### src/rtl/riscv_defines.sv
// -----------------------------------------------------------------------------
// riscv_defines
// Shared types and constants for the memory-port arbiter slice.
//   WORD_WIDTH   : address/data width of the core memory interfaces
//   arb_state_t  : arbiter FSM state encoding
//   arb_owner_t  : which master currently owns the shared memory port
// -----------------------------------------------------------------------------
package riscv_defines;

    localparam int unsigned WORD_WIDTH = 32;

    typedef enum logic [1:0] {
        ARB_IDLE        = 2'd0,
        ARB_WAIT_GNT    = 2'd1,
        ARB_WAIT_RVALID = 2'd2
    } arb_state_t;

    typedef enum logic {
        OWNER_INSTR = 1'b0,
        OWNER_DATA  = 1'b1
    } arb_owner_t;

endpackage

### src/rtl/mem_arb_select.sv
// -----------------------------------------------------------------------------
// mem_arb_select
// Combinational owner picker for the memory-port arbiter.
// A lone requester always wins. On contention:
//   MEM_ARB_ROUND_ROBIN_EN defined : the master that was not granted last wins
//   MEM_ARB_ROUND_ROBIN_EN undefined (default) : DATA always wins
// Ports:
//   instr_req : fetch request (already qualified by the arbiter enable)
//   data_req  : load/store request (already qualified by the arbiter enable)
//   last_q    : master granted most recently
//   owner     : selected owner (OWNER_INSTR when nobody requests)
// -----------------------------------------------------------------------------
module mem_arb_select
    import riscv_defines::*;
(
    input  logic       instr_req,
    input  logic       data_req,
    input  arb_owner_t last_q,
    output arb_owner_t owner
);

`ifndef MEM_ARB_ROUND_ROBIN_EN
    // Fixed priority does not look at history.
    logic unused_last_s;
    assign unused_last_s = last_q;
`endif

    // Owner selection: single requester wins, contention resolved by build option.
    always_comb begin
        owner = OWNER_INSTR;
        if (instr_req && data_req) begin
`ifdef MEM_ARB_ROUND_ROBIN_EN
            if (last_q == OWNER_INSTR) begin
                owner = OWNER_DATA;
            end else begin
                owner = OWNER_INSTR;
            end
`else
            owner = OWNER_DATA;
`endif
        end else if (data_req) begin
            owner = OWNER_DATA;
        end else begin
            owner = OWNER_INSTR;
        end
    end

endmodule

### src/rtl/mem_port_arbiter.sv
// -----------------------------------------------------------------------------
// mem_port_arbiter
// Lets the fetch unit (instr_*) and the load/store path (data_*) share one
// memory port (mem_*) with the req/gnt/rvalid protocol on all sides. At most
// one transaction is outstanding. Contention policy is selected by the macro
// MEM_ARB_ROUND_ROBIN_EN (defined: round-robin, undefined: data first).
// Ports:
//   clk, rst_n                    : clock, asynchronous active-low reset
//   instr_req_i/addr_i            : fetch request, held until instr_gnt_o
//   instr_gnt_o/rvalid_o/rdata_o  : fetch grant and response
//   data_req_i/addr_i/we_i/be_i/wdata_i : load/store request
//   data_gnt_o/rvalid_o/rdata_o   : load/store grant and response
//   mem_req_o/addr_o/we_o/be_o/wdata_o  : shared-port request
//   mem_gnt_i/rvalid_i/rdata_i    : shared-port response
// Grants and rvalids are combinational from mem_gnt_i/mem_rvalid_i;
// mem_req_o never depends on mem_gnt_i or mem_rvalid_i.
// -----------------------------------------------------------------------------
module mem_port_arbiter #(
    parameter int unsigned WORD_WIDTH = riscv_defines::WORD_WIDTH
) (
    input  logic                  clk,
    input  logic                  rst_n,

    input  logic                  instr_req_i,
    input  logic [WORD_WIDTH-1:0] instr_addr_i,
    output logic                  instr_gnt_o,
    output logic                  instr_rvalid_o,
    output logic [WORD_WIDTH-1:0] instr_rdata_o,

    input  logic                  data_req_i,
    input  logic [WORD_WIDTH-1:0] data_addr_i,
    input  logic                  data_we_i,
    input  logic [3:0]            data_be_i,
    input  logic [WORD_WIDTH-1:0] data_wdata_i,
    output logic                  data_gnt_o,
    output logic                  data_rvalid_o,
    output logic [WORD_WIDTH-1:0] data_rdata_o,

    output logic                  mem_req_o,
    output logic [WORD_WIDTH-1:0] mem_addr_o,
    output logic                  mem_we_o,
    output logic [3:0]            mem_be_o,
    output logic [WORD_WIDTH-1:0] mem_wdata_o,
    input  logic                  mem_gnt_i,
    input  logic                  mem_rvalid_i,
    input  logic [WORD_WIDTH-1:0] mem_rdata_i
);

    import riscv_defines::*;

    arb_state_t state_q;
    arb_state_t state_d;
    arb_owner_t owner_q;
    arb_owner_t last_q;
    logic       arb_en_q;

    logic       instr_req_s;
    logic       data_req_s;
    arb_owner_t sel_owner_s;
    arb_owner_t cur_owner_s;
    logic       mem_req_s;
    logic       grant_s;
    logic       resp_s;

    // Requests are invisible until the first clock after reset release.
    assign instr_req_s = instr_req_i & arb_en_q;
    assign data_req_s  = data_req_i  & arb_en_q;

    mem_arb_select u_select (
        .instr_req (instr_req_s),
        .data_req  (data_req_s),
        .last_q    (last_q),
        .owner     (sel_owner_s)
    );

    // Port request and current owner: free choice in IDLE, locked afterwards.
    always_comb begin
        mem_req_s   = 1'b0;
        cur_owner_s = owner_q;
        case (state_q)
            ARB_IDLE: begin
                mem_req_s   = instr_req_s | data_req_s;
                cur_owner_s = sel_owner_s;
            end
            ARB_WAIT_GNT: begin
                mem_req_s   = 1'b1;
                cur_owner_s = owner_q;
            end
            ARB_WAIT_RVALID: begin
                mem_req_s   = 1'b0;
                cur_owner_s = owner_q;
            end
            default: begin
                mem_req_s   = 1'b0;
                cur_owner_s = owner_q;
            end
        endcase
    end

    // A grant only counts while we request; rvalid only while one is outstanding.
    assign grant_s = mem_req_s & mem_gnt_i;
    assign resp_s  = (state_q == ARB_WAIT_RVALID) & mem_rvalid_i;

    // FSM state register.
    always_ff @(posedge clk or negedge rst_n) begin
        if (!rst_n) begin
            state_q <= ARB_IDLE;
        end else begin
            state_q <= state_d;
        end
    end

    // FSM next-state logic.
    always_comb begin
        state_d = state_q;
        case (state_q)
            ARB_IDLE: begin
                if (mem_req_s) begin
                    if (mem_gnt_i) begin
                        state_d = ARB_WAIT_RVALID;
                    end else begin
                        state_d = ARB_WAIT_GNT;
                    end
                end else begin
                    state_d = ARB_IDLE;
                end
            end
            ARB_WAIT_GNT: begin
                if (mem_gnt_i) begin
                    state_d = ARB_WAIT_RVALID;
                end else begin
                    state_d = ARB_WAIT_GNT;
                end
            end
            ARB_WAIT_RVALID: begin
                if (mem_rvalid_i) begin
                    state_d = ARB_IDLE;
                end else begin
                    state_d = ARB_WAIT_RVALID;
                end
            end
            default: begin
                state_d = ARB_IDLE;
            end
        endcase
    end

    // FSM outputs: owner's fields onto the port, grant/response routed to owner.
    always_comb begin
        mem_req_o      = mem_req_s;
        mem_addr_o     = {WORD_WIDTH{1'b0}};
        mem_we_o       = 1'b0;
        mem_be_o       = 4'h0;
        mem_wdata_o    = {WORD_WIDTH{1'b0}};
        instr_gnt_o    = 1'b0;
        data_gnt_o     = 1'b0;
        instr_rvalid_o = 1'b0;
        data_rvalid_o  = 1'b0;
        if (mem_req_s) begin
            if (cur_owner_s == OWNER_DATA) begin
                mem_addr_o  = data_addr_i;
                mem_we_o    = data_we_i;
                mem_be_o    = data_be_i;
                mem_wdata_o = data_wdata_i;
                data_gnt_o  = grant_s;
            end else begin
                mem_addr_o  = instr_addr_i;
                mem_we_o    = 1'b0;
                mem_be_o    = 4'hF;
                mem_wdata_o = {WORD_WIDTH{1'b0}};
                instr_gnt_o = grant_s;
            end
        end else begin
            mem_addr_o  = {WORD_WIDTH{1'b0}};
        end
        if (resp_s) begin
            if (owner_q == OWNER_DATA) begin
                data_rvalid_o = 1'b1;
            end else begin
                instr_rvalid_o = 1'b1;
            end
        end else begin
            data_rvalid_o  = 1'b0;
        end
    end

    // Read data goes to both masters; quiet while the arbiter is disabled.
    assign instr_rdata_o = arb_en_q ? mem_rdata_i : {WORD_WIDTH{1'b0}};
    assign data_rdata_o  = arb_en_q ? mem_rdata_i : {WORD_WIDTH{1'b0}};

    // Enable: rises on the first clock after reset release, then stays set.
    always_ff @(posedge clk or negedge rst_n) begin
        if (!rst_n) begin
            arb_en_q <= 1'b0;
        end else begin
            arb_en_q <= 1'b1;
        end
    end

    // Owner is captured when a request leaves IDLE, granted or not.
    always_ff @(posedge clk or negedge rst_n) begin
        if (!rst_n) begin
            owner_q <= OWNER_INSTR;
        end else if ((state_q == ARB_IDLE) && mem_req_s) begin
            owner_q <= sel_owner_s;
        end else begin
            owner_q <= owner_q;
        end
    end

    // History for round-robin: remembers the master of every accepted grant.
    always_ff @(posedge clk or negedge rst_n) begin
        if (!rst_n) begin
            last_q <= OWNER_INSTR;
        end else if (grant_s) begin
            last_q <= cur_owner_s;
        end else begin
            last_q <= last_q;
        end
    end

endmodule
### config.mk
export PLATFORM = sky130hd
export DESIGN_NAME = mem_port_arbiter
export DESIGN_NICKNAME = d
export VERILOG_FILES = /design/src/rtl/riscv_defines.sv /design/src/rtl/mem_arb_select.sv /design/src/rtl/mem_port_arbiter.sv
export SDC_FILE = /design/constraint.sdc
export NUM_CORES = 1
export LEC_CHECK = 0
export ABC_AREA = 0
export CORE_AREA = 2 2 107 109
export DETAILED_ROUTE_END_ITERATION = 10
export DIE_AREA = 0 0 109 111
export GPL_TIMING_DRIVEN = 0
export PLACE_DENSITY_LB_ADDON = 0.1
export SYNTH_ARGS = -nofsm -noshare
export SYNTH_HDL_FRONTEND = slang
export SYNTH_SLANG_ARGS = --single-unit
### constraint.sdc
create_clock -name clk -period 1.8 [get_ports clk]
set_clock_uncertainty 0.05 [all_clocks]
set_input_delay 0.36 -clock clk [delete_from_list [all_inputs] [get_ports clk]]
set_output_delay 0.36 -clock clk [all_outputs]
set_load 0.1 [all_outputs]
==> flow_metrics.env <==
export IMPL_hold_buffers=0
export IMPL_die_area_um2=12100
export IMPL_core_area_um2=11100
export IMPL_fin_area_um2=6880
export IMPL_drtIter0Drc=73
export IMPL_ios=277
export IMPL_fin_crit_sh_pct=124
export IMPL_yosys_warnings=0
export IMPL_setup_viol=82
export IMPL_r2r_slack_ns=0.37
export IMPL_synth_edf_count=0
export IMPL_synth_top_area_share_pct=25.9
export IMPL_clk_path_buf_depth=2
export IMPL_drv_slew=0
export IMPL_register_area_um2=101
export IMPL_violations="setup timing"
export IMPL_cellPowerDensity_nw_per_um2=1090
export IMPL_worst_path_max_fanout=10
export IMPL_cp_start_kind="flop"
export IMPL_synthArstFlopShare_pct=100
export IMPL_multi_input_area_um2=1850
export IMPL_cts_buffers=3
export IMPL_path_class="reg2out"
export IMPL_fin_ws_ns=-0.432
export IMPL_synth_most_common_cell="and2_1"
export IMPL_dr_pass1_iters=4
export IMPL_synthTopCellsByArea="and2_1 26%, buf_4 16%, a21oi_1 10%"
export IMPL_ys_flop_type="dfrtp_1"
export IMPL_ant_nets=0
export IMPL_fmax_mhz=448
export IMPL_die_w_um=109
export IMPL_nets=690
export IMPL_reg2reg_from="state_q[0]"
export IMPL_wl_per_cell_um=16.6
export IMPL_synth_largest_area_cell="and2_1"
export IMPL_syn2layout_area_growth_pct=338
export IMPL_synthCells=252
export IMPL_min_path_type="in2async"
export IMPL_start_util_pct=14.2
export IMPL_outcome="finished, violations left"
export IMPL_cts_tree="done"
export IMPL_rr_worst_depth=7
export IMPL_h_tree_depth=1
export IMPL_peakVddDrop_mv=0.873
export IMPL_end_kind="primary output"
export IMPL_clock_latency_ns=0.23
export IMPL_leakagePower_nw=2.78
export IMPL_crit_required_ns=1.39
export IMPL_antenna_found_initial=2
export IMPL_placed_area_um2=5280
export IMPL_crit_arrival_ns=1.82
export IMPL_ys_types=31
export IMPL_cts_root_buf="clkbuf_16"
export IMPL_viasPerCell=4.21
export IMPL_r2r_end="state_q[1]"
export IMPL_drive_above_1_share_pct=63.8
export IMPL_grt_pass1_wl_um=16800
export IMPL_cts_clk_slew_worst_paths_ns=0.03
export IMPL_ys_ff_latch=4
export IMPL_post_route_min_period_ns=2.23
export IMPL_avgSynthCellArea_um2=6.24
export IMPL_fill_cells=857
export IMPL_finalSetupTns_ns=-22.89
export IMPL_grt_use_total_pct=17.6
export IMPL_rsz0062_at_grt="yes"
export IMPL_hpwl_um=8580
export IMPL_first_global_vias=3039
export IMPL_vias=2919
export IMPL_synth_common_cells="65 x and2_1, 33 x buf_4, 32 x a21oi_1, 32 x nand3_1, 30 x o21ai_1"
export IMPL_num_rows=39
export IMPL_io_buffer_count=276
export IMPL_hold_viol=0
export IMPL_syn_nets=391
export IMPL_route_detailed_drc=0
export IMPL_ys_seq_area_share_pct=6.37
export IMPL_grt_overflow_total=0
export IMPL_syn_area_um2=1570
export IMPL_die_y_um=111
export IMPL_gp_congestion=0.748
export IMPL_grt_max_degree=11
export IMPL_routed_wl_um=11500
export IMPL_cap_violations=0
export IMPL_cts_sinks=4
[routing by layer]
metal / global-route usage [%] / vias to the layer above / wire length [um]
li1: - / 1421 / -
met1: 17.6 / 1334 / 3680
met2: 33.7 / 153 / 6460
met3: 5.76 / 11 / 1210
met4: 4.44 / 0 / 157
met5: 0 / - / 0
[worst max path at each step]
stage               startpoint       endpoint  slack (ns)
global route           owner_q  mem_addr_o[1]       -0.51
detailed placement  data_req_i    instr_gnt_o       -1.51
floorplan           state_q[0]     data_gnt_o       -0.32
CTS                 state_q[0]  mem_addr_o[6]       -0.46
finish                 owner_q  mem_addr_o[1]       -0.43
global placement    data_req_i    instr_gnt_o       -1.49
[flip-flops by register name (all words and copies together), names as in the netlist]
| name | cells |
|---|---|
| owner_q | 1 |
| state_q | 2 |
| arb_en_q | 1 |
[timing repair]
item | CTS | global route
endpoints found under the setup margin | 138 | 136
setup buffers | 7 | 6
hold endpoints to repair | 0 | 0
resized for setup | 1124 | 109
pin swaps | 20 | 19
gates cloned | 6 | 2
[cells by family after synthesis]
| logic type | count (synthesis) | synth area share (%) |
|---|---|---|
| simple gates | 112 | 42.2 |
| compound gates | 75 | 25.7 |
| other cells | 1 | 0.239 |
| flops | 4 | 6.37 |
| buf+inv | 60 | 25.5 |
[layout make-up]
cell class                 instances  area share, %
sequential                         4           1.47
inverter                           3          0.346
clock buffer                       3           1.09
timing repair buffer             296           58.1
tap                              143           2.60
antenna                            2         0.0728
multi-input combinational        188           26.9
buffer                            55           9.42
[cells in the final DEF (no fill, tap or decap), types with 2 or more instances in the layout]
cell type,n
clkdlybuf4s50_1,136
o21ai_1,9
o21ai_4,15
buf_12,96
and2_4,60
nor2_4,2
buf_8,14
dlygate4sd2_1,2
buf_16,3
buf_4,30
and2_2,5
clkbuf_16,6
o21ai_0,3
o21a_4,4
dfrtp_1,3
a21oi_4,33
o21ai_2,7
diode_2,2
nand3_1,32
buf_6,64
clkbuf_4,2
nand2_1,3
[where the power goes]
part / switching (mW) / total [mW] / internal (mW)
sequential: 0.0463 / 0.160 / 0.114
clock: 0.0663 / 0.350 / 0.284
combinational: 4.32 / 7.01 / 2.69
total: 4.44 / 7.52 / 3.08
[metrics by stage]
step | instances | power, mW | hold slack [ns] | setup slack, ns | util, %
after floorplan | 252 | 4.54 | 0.0144 | -0.315 | -
after global placement | 671 | 5.74 | 0.523 | -1.49 | 47.7
after detailed placement | 671 | 5.77 | 0.526 | -1.51 | 47.7
final | 694 | 7.52 | 0.287 | -0.432 | 62.1
after CTS | 687 | 7.37 | 0.291 | -0.458 | 58.0
after global routing | 694 | 7.76 | 0.308 | -0.512 | 62.1
[worst max-delay path, cell delays in order (launching register included)]
cell	delay, ns
dfrtp_1	0.49
o21a_2	0.31
clkbuf_8	0.28
o21ai_1	0.13
a21oi_4	0.16
buf_8	0.21
(Power assumes the default switching activity.)
